**src/rtl/mem_arb_pkg.sv**
```systemverilog
// Shared types and default widths for the unified SRAM port arbiter.
package mem_arb_pkg;

    localparam int ADDR_W_DEF = 16;
    localparam int DATA_W_DEF = 32;
    localparam int BE_W       = 4;

    typedef enum logic [0:0] {
        BOOT = 1'b0,
        RUN  = 1'b1
    } arb_state_t;

    typedef enum logic [1:0] {
        OWN_NONE = 2'd0,
        OWN_IF   = 2'd1,
        OWN_DM   = 2'd2
    } owner_t;

endpackage

```
**src/rtl/mem_port_arbiter.sv**
```systemverilog
// Shares one single-port synchronous SRAM between the boot loader, the CPU
// fetch port and the CPU data port. Fetch gets priority only after it has
// been denied STARVE_LIMIT cycles in a row; read returns are steered by a
// one-cycle owner tag since the SRAM has fixed 1-cycle read latency.
//
//   state | meaning
//   ------+--------------------------------------------------------------
//   BOOT  | reset state; only loader writes reach the SRAM, no grants
//   RUN   | fetch/data arbitration; left only through reset
module mem_port_arbiter
    import mem_arb_pkg::*;
#(
    parameter int ADDR_W       = ADDR_W_DEF,
    parameter int DATA_W       = DATA_W_DEF,
    parameter int STARVE_LIMIT = 4
) (
    input  logic              clk,
    input  logic              rst,
    input  logic              ld_req,
    input  logic [ADDR_W-1:0] ld_addr,
    input  logic [DATA_W-1:0] ld_wdata,
    input  logic              ld_done,
    output logic              boot_busy,
    input  logic              if_req,
    input  logic [ADDR_W-1:0] if_addr,
    output logic              if_gnt,
    output logic              if_rvalid,
    output logic [DATA_W-1:0] if_rdata,
    input  logic              dm_req,
    input  logic [BE_W-1:0]   dm_w_en,
    input  logic [ADDR_W-1:0] dm_addr,
    input  logic [DATA_W-1:0] dm_write_data,
    output logic              dm_gnt,
    output logic              dm_rvalid,
    output logic [DATA_W-1:0] dm_rdata,
    output logic [ADDR_W-1:0] mem_addr,
    output logic [BE_W-1:0]   mem_w_en,
    output logic [DATA_W-1:0] mem_write_data,
    input  logic [DATA_W-1:0] mem_read_data
);

    localparam logic [0:0] ST_BOOT = BOOT;
    localparam logic [0:0] ST_RUN  = RUN;
    localparam logic [3:0] LIMIT   = 4'(STARVE_LIMIT);

    logic [0:0] state;
    logic [3:0] starve_cnt;
    owner_t     owner;
    owner_t     owner_nxt;
    logic       in_run;
    logic       if_pri;

    assign in_run    = (state == ST_RUN);
    assign boot_busy = (state == ST_BOOT);
    assign if_pri    = (starve_cnt >= LIMIT);

    // Grant decision: data port wins unless fetch has been starved long enough
    always_comb begin
        if_gnt = 1'b0;
        dm_gnt = 1'b0;
        if (in_run) begin
            if (if_req && (!dm_req || if_pri)) begin
                if_gnt = 1'b1;
            end else if (dm_req) begin
                dm_gnt = 1'b1;
            end
        end
    end

    // SRAM port mux; an idle cycle drives all zeros so nothing is written
    always_comb begin
        mem_addr       = '0;
        mem_w_en       = '0;
        mem_write_data = '0;
        if (state == ST_BOOT) begin
            if (ld_req) begin
                mem_addr       = ld_addr;
                mem_w_en       = '1;
                mem_write_data = ld_wdata;
            end
        end else if (dm_gnt) begin
            mem_addr       = dm_addr;
            mem_w_en       = dm_w_en;
            mem_write_data = dm_write_data;
        end else if (if_gnt) begin
            mem_addr = if_addr;
        end
    end

    // Tag each granted read so its return is steered next cycle
    always_comb begin
        owner_nxt = OWN_NONE;
        if (if_gnt) begin
            owner_nxt = OWN_IF;
        end else if (dm_gnt && (dm_w_en == '0)) begin
            owner_nxt = OWN_DM;
        end
    end

    // Boot/run state: ld_done only matters in BOOT, reset is the only way back
    always_ff @(posedge clk or posedge rst) begin
        if (rst) begin
            state <= ST_BOOT;
        end else if ((state == ST_BOOT) && ld_done) begin
            state <= ST_RUN;
        end
    end

    // Saturating count of consecutive cycles a pending fetch was refused
    always_ff @(posedge clk or posedge rst) begin
        if (rst) begin
            starve_cnt <= '0;
        end else if (!in_run || !if_req || if_gnt) begin
            starve_cnt <= '0;
        end else if (starve_cnt != 4'hF) begin
            starve_cnt <= starve_cnt + 4'd1;
        end
    end

    // Owner tag register; async clear drops any in-flight read on reset
    always_ff @(posedge clk or posedge rst) begin
        if (rst) begin
            owner <= OWN_NONE;
        end else begin
            owner <= owner_nxt;
        end
    end

    assign if_rvalid = (owner == OWN_IF);
    assign dm_rvalid = (owner == OWN_DM);
    assign if_rdata  = mem_read_data;
    assign dm_rdata  = mem_read_data;

endmodule

```
**config.mk**
```make
export PLATFORM = sky130hd
export DESIGN_NAME = mem_port_arbiter
export DESIGN_NICKNAME = d
export VERILOG_FILES = /design/src/rtl/mem_arb_pkg.sv /design/src/rtl/mem_port_arbiter.sv
export SDC_FILE = /design/constraint.sdc
export NUM_CORES = 1
export LEC_CHECK = 0
export ABC_AREA = 1
export BUFFER_PORTS_ARGS = -buffer_cell sky130_fd_sc_hd__buf_2
export CORE_AREA = 2 2 106 108
export CTS_CLUSTER_SIZE = 12
export DETAILED_ROUTE_END_ITERATION = 12
export DIE_AREA = 0 0 108 110
export PLACE_DENSITY = 0.62
export SLEW_MARGIN = 20
export SYNTH_ARGS = -nofsm -noshare
export SYNTH_HDL_FRONTEND = slang
export SYNTH_SLANG_ARGS = --single-unit
```
**constraint.sdc**
```tcl
create_clock -name clk -period 1.2 [get_ports clk]
set_input_delay 0.06 -clock clk [delete_from_list [all_inputs] [get_ports clk]]
set_output_delay 0.06 -clock clk [all_outputs]
set_load 0.02 [all_outputs]
```
==> impl_metrics.yaml, run 1 <==
flow_run:
  cap_violations: 0
route:
  route.detailed.drc: 0
  wire_per_inst_um: 14.0
  vias: 2256
  drt-pass1-iter-count: 4
  via_per_inst: 4.13
  wl_um: 7640
  drt_iter0_drc: 88
  antenna_left: 0
sta:
  fmax_mhz: 680
  skew_ps: 2.47
  fin_tns_setup_ps: -13020
  final.period_utilization_pct: 122
  setup_violations: 55
  grt_setup_unrepaired: "yes"
  hold_viol_final: 0
  fin_crit_ps: 1470
  drv_slew: 0
  worst_slack_ps: -270
floorplan:
  die_area_mm2: 0.0119
  die_h_um: 110
  die_width_um: 108
  fp-row-count: 38
  initial_core_util_pct: 15.6
  coreArea_mm2: 0.0107
  io_pins: 275
final_layout:
  final_nets: 562
  insertedDiodeCount: 0
  drive_gt1_share_pct: 55.9
  area_delta_synth_final_pct: 72.3
clocking:
  cts_buffer_depth: 2
  clock_sinks: 7
  h-tree-depth: 1
  clkSlewWorstSetupHoldPaths_ps: 40
  numCtsBuffers: 3
  clk_latency_ps: 230
  cts_tree: "yes"
  ctsRootBufferMaster: "clkbuf_8"
logic_synthesis:
  seq_area_frac_synth_pct: 10.5
  avgSynthCellArea_um2: 5.79
  syn_nets: 444
  synth.cell_area_mm2: 0.00167
  synthesis.instances: 289
  synth-seq-cells: 7
  synthDistinctLibCells: 16
  yosysWarnings: 0
power_and_ir_drop:
  peakVddDrop_mv: 0.338
  switchingPower_uw: 593
  p_leak_uw: 0.00164
  p_comb_share_pct: 63.0
  p_clk_share_pct: 20.9
  swShare_pct: 37.9
  seqPwrFrac_pct: 16.0
  power.density_mw_per_mm2: 543
  p_int_uw: 972
placed_design:
  portBuffers: 178
  dp_hpwl_um: 5340
  gp_congestion: 0.720
  post-place-ws_ps: -86.6
critical_path:
  crit_required_ps: 1140
  cp-end-kind: "output pin"
  worstPathMaxFanout: 16
  critPathArrivalTime_ps: 1410
  rrSetupSlack_ps: -20
  worstSetupPathType: "flop to output pin"
  setup.worst_path.start_class: "flop"
global_route:
  grt_overflow: 0
  grt_pass1_wl_um: 10200
  grt_max_degree: 42
  grt_pass1_vias: 2155
  antenna_found_initial: 0
  grt_use_total_pct: 11.0
status:
  status: "finished with violations"
  violations: "negative setup slack"
min_path:
  hold_class: "input port to flop"
metal layers:
layer / vias up / routed length [um] / global-route usage [%]
met5: - / 0 / 0
met4: 0 / 203 / 3.75
met3: 31 / 749 / 3.64
met2: 122 / 4080 / 21.8
met1: 1010 / 2600 / 10.4
li1: 1093 / - / -
placed cells by master, fill, tap and decap left out:
| cell | count |
|---|---|
| nand2_2 | 5 |
| dlygate4sd3_1 | 1 |
| dfrtp_1 | 6 |
| or2_2 | 1 |
| buf_6 | 55 |
| clkbuf_1 | 1 |
| dfrtp_2 | 1 |
| buf_2 | 124 |
| inv_2 | 3 |
| buf_4 | 5 |
| nor2_2 | 2 |
| buf_12 | 6 |
| inv_1 | 8 |
| nand3_2 | 14 |
| nand3_1 | 70 |
| nor2_1 | 7 |
| nand2_8 | 1 |
| nor2_4 | 1 |
| conb_1 | 1 |
| inv_4 | 1 |
| nand2_1 | 84 |
| nand2_4 | 2 |
| clkbuf_16 | 2 |
| buf_16 | 1 |
| clkbuf_8 | 3 |
| ha_1 | 1 |
final cells by class:
| class | count | area, um2 |
|---|---|---|
| timing repair buffer | 194 | 1490 |
| fill | 1205 | 7820 |
| tap | 140 | 175 |
| sequential | 7 | 176 |
| inverter | 12 | 47.5 |
| clock buffer | 4 | 45.0 |
| multi-input combinational | 189 | 952 |
worst max-delay path: stages, from the launching register on:
cell	delay, ps
dfrtp_1	360
nor2_2	120
nand2_2	110
nand2_8	130
buf_12	160
nand3_1	100
nand2_2	90
buf_6	120
cells by family (layout without fill, tap and decap cells):
kind of cell	Yosys count	count (layout)	synth area share, %
flip-flops	7	7	10.5
AND/OR/NAND/NOR	187	187	49.3
adder cells (fa/ha/maj)	1	1	0.748
other	1	1	0.224
buffers and inverters	93	210	39.3
registers in the layout, indices dropped and copies added, names as in the netlist:
name	count
in_run	1
owner	2
starve_cnt	4
through the flow:
stage               hold WS (ps)  power, uW  instance area (um2)  utilization [%]  instances
floorplan                   -137        939                 1670                -        289
global placement            1.88        998                 2280             21.3        535
detailed placement          7.05       1000                 2280             21.3        535
CTS                         19.3       1490                 2660             24.9        543
global route                20.0       1680                 2880             26.9        546
finish                      27.6       1570                 2880             26.9        546
power groups by stage:
stage	Combinational [uW]	Sequential (uW)	Clock (uW)
5_1_grt	1060	252	374
4_1_cts	895	251	344
3_3_place_gp	745	254	0
3_5_place_dp	746	254	0
6_report	986	251	328
2_1_floorplan	686	253	0
synthesized netlist by cell type:
master	number	area [um2]
inv_1	10	37.5
conb_1	1	3.75
nand3_1	84	420
buf_6	6	67.6
or2_2	1	6.26
dfrtp_1	7	175
clkinv_2	1	5.00
inv_2	1	3.75
nor2_1	8	30.0
buf_4	67	503
ha_1	1	12.5
nand2_2	1	6.26
buf_2	8	40.0
nand2_4	1	11.3
nand2_1	90	338
nor2_2	2	12.5
worst paths after layout:
kind	startpoint	endpoint	depth (start not counted)
worst max-delay path	starve_cnt[2]$_DFFE_PP0P_	mem_write_data[18]	7
worst min-delay path	ld_done	in_run$_DFFE_PP0P_	2
worst max register to register	starve_cnt[2]$_DFFE_PP0P_	owner[1]$_DFF_PP0_	7
worst min register to register	starve_cnt[0]$_DFFE_PP0P_	starve_cnt[0]$_DFFE_PP0P_	1
max in group asynchronous	rst	in_run$_DFFE_PP0P_	3
min in group asynchronous	rst	owner[1]$_DFF_PP0_	3
what timing repair did:
action / 4_1_cts / 5_1_grt
buffers inserted: 2 / 0
gates cloned: 1 / 3
resized for setup: 95 / 42
hold buffers: 1 / 0
setup endpoints to repair: 55 / 58
pin swaps: 0 / 1
endpoints found under the hold margin: 7 / 0
Note: power is estimated with default switching activity, not from simulation.
==> run 2, diff against run 1 <==
--- a/config.mk
+++ b/config.mk
@@ -8,6 +8,7 @@
 export ABC_AREA = 1
 export BUFFER_PORTS_ARGS = -buffer_cell sky130_fd_sc_hd__buf_2
 export CORE_AREA = 2 2 106 108
+export CTS_BUF_LIST = sky130_fd_sc_hd__clkbuf_8
 export CTS_CLUSTER_SIZE = 12
 export DETAILED_ROUTE_END_ITERATION = 12
 export DIE_AREA = 0 0 108 110
==> impl_metrics.yaml, run 2 (synthesis results as in run 1) <==
clocking:
  clock_sinks: 7
  h-tree-depth: 1
  cts_tree: "yes"
  cts_buffer_depth: 2
  clk_latency_ps: 230
  clkSlewWorstSetupHoldPaths_ps: 40
  ctsRootBufferMaster: "clkbuf_8"
  numCtsBuffers: 3
critical_path:
  cp-end-kind: "output pin"
  critPathArrivalTime_ps: 1400
  path_delay_family: "simple AND/OR/NAND/NOR gates"
  crit_top_cell: "nand2_2"
  cp.buffers_inverters: 2
  max_stage_delay_ps: 360
  crit_required_ps: 1140
  cp_cell_sequence: "nor2_2 > nand2_2 > nand2_8 > buf_12 > nand3_1 > nand2_2 > buf_6"
  endpoint: "mem_write_data[18]"
  r2r-end: "owner[1]$_DFF_PP0_"
  setup.worst_path.start_class: "flop"
  critical_path_depth: 7
  r2r_start: "starve_cnt[2]$_DFFE_PP0P_"
  startpoint: "starve_cnt[2]$_DFFE_PP0P_"
  worstPathMaxFanout: 16
  crit_slowest_cell: "dfrtp_1"
  worstSetupPathType: "flop to output pin"
  rrSetupSlack_ps: -10
  rr_worst_depth: 7
final_layout:
  largest_reg_flops: 4
  layout_commonest_cell: "buf_2"
  final_cell_count_no_fill: 546
  largest_register: "starve_cnt"
  num-fill-cells: 1205
  area_delta_synth_final_pct: 72.3
  final_nets: 562
  final_cell_mix: "124 x buf_2, 84 x nand2_1, 70 x nand3_1, 55 x buf_6, 14 x nand3_2"
  drive_gt1_share_pct: 55.9
  insertedDiodeCount: 0
power_and_ir_drop:
  p_int_uw: 963
  p_clk_share_pct: 20.5
  total_power_uw: 1560
  switchingPower_uw: 593
  p_comb_share_pct: 63.3
  p_leak_uw: 0.00164
  seqPwrFrac_pct: 16.1
  peakVddDrop_mv: 0.333
  power.density_mw_per_mm2: 540
  swShare_pct: 38.1
global_route:
  grt_pass1_wl_um: 10200
  grt_pass1_vias: 2155
  grt_overflow: 0
  grt_use_total_pct: 11.0
  grt_max_degree: 42
  antenna_found_initial: 0
sta:
  fin_crit_ps: 1460
  fin_tns_setup_ps: -12890
  skew_ps: 2.58
  fmax_mhz: 683
  drv_slew: 0
  setup_violations: 55
  worst_slack_ps: -264
  hold_viol_final: 0
  hold_slack_ps: 27.4
  final.period_utilization_pct: 122
  grt_setup_unrepaired: "yes"
floorplan:
  die_area_mm2: 0.0119
  fp-row-count: 38
  die_width_um: 108
  coreArea_mm2: 0.0107
  die_h_um: 110
  initial_core_util_pct: 15.6
  io_pins: 275
placed_design:
  place_inst: 535
  gp_congestion: 0.720
  dp_hpwl_um: 5340
  portBuffers: 178
  post-place-ws_ps: -86.6
route:
  wl_met1_um: 2540
  vias: 2261
  drt_iter0_drc: 68
  wl_um: 7570
  via_per_inst: 4.14
  wire_per_inst_um: 13.9
  dr_wl_met2_um: 4080
  wl_met3_um: 748
  drt-pass1-iter-count: 4
  route.detailed.drc: 0
  routed.top_layer: "met4"
  antenna_left: 0
status:
  status: "finished with violations"
  violations: "negative setup slack"
min_path:
  hp-start: "ld_done"
  hold_class: "input port to flop"
flow_run:
  cap_violations: 0
run 2: changes by cell type in the layout (fill, tap and decap cells not counted):
| cell | previous run | this run |
|---|---|---|
| clkbuf_1 | 1 | 0 |
| inv_1 | 8 | 9 |
run 2: how the worst min path moves through the flow:
stage,cells past startpoint,end,slack (ps)
finish,2,in_run$_DFFE_PP0P_,30
global route,2,in_run$_DFFE_PP0P_,20
CTS,2,in_run$_DFFE_PP0P_,20
detailed placement,2,owner[1]$_DFF_PP0_,7
global placement,2,owner[0]$_DFF_PP0_,2
floorplan,1,in_run$_DFFE_PP0P_,-140
run 2: stage by stage:
step,util [%],cell area (um2)
after detailed placement,21.3,2280
after global routing,26.9,2880
after floorplan,-,1670
after CTS,24.9,2660
final,26.9,2880
after global placement,21.3,2280
run 2: power by group through the flow:
stage | Combinational [uW] | Sequential [uW] | Clock (uW)
after floorplan | 686 | 253 | 0
after global placement | 745 | 254 | 0
final | 986 | 251 | 319
after detailed placement | 746 | 254 | 0
after CTS | 895 | 251 | 336
after global routing | 1060 | 252 | 366
run 2: final cells by class:
cell class,instances,area (um2),share of cell area (%)
clock buffers,3,41.3,1.43
clock inverters,1,3.75,0.130
inverters,12,47.5,1.65
multi-input cells,189,952,33.0
flip-flops and latches,7,176,6.12
well taps,140,175,6.08
repair buffers,194,1490,51.5
run 2: what timing repair did:
action / 4_1_cts / 5_1_grt
endpoints found under the hold margin: 7 / 0
setup endpoints to repair: 55 / 58
setup buffers: 2 / 0
hold buffers: 1 / 0
gates resized for setup: 95 / 42
gates cloned: 1 / 3
pin swaps: 0 / 1
run 2: metal layers:
metal  vias to the layer above  global-route usage [%]
li1                       1094                       -
met1                      1010                    10.4
met2                       125                    21.8
met3                        32                    3.64
met4                         0                    3.75
met5                         -                       0
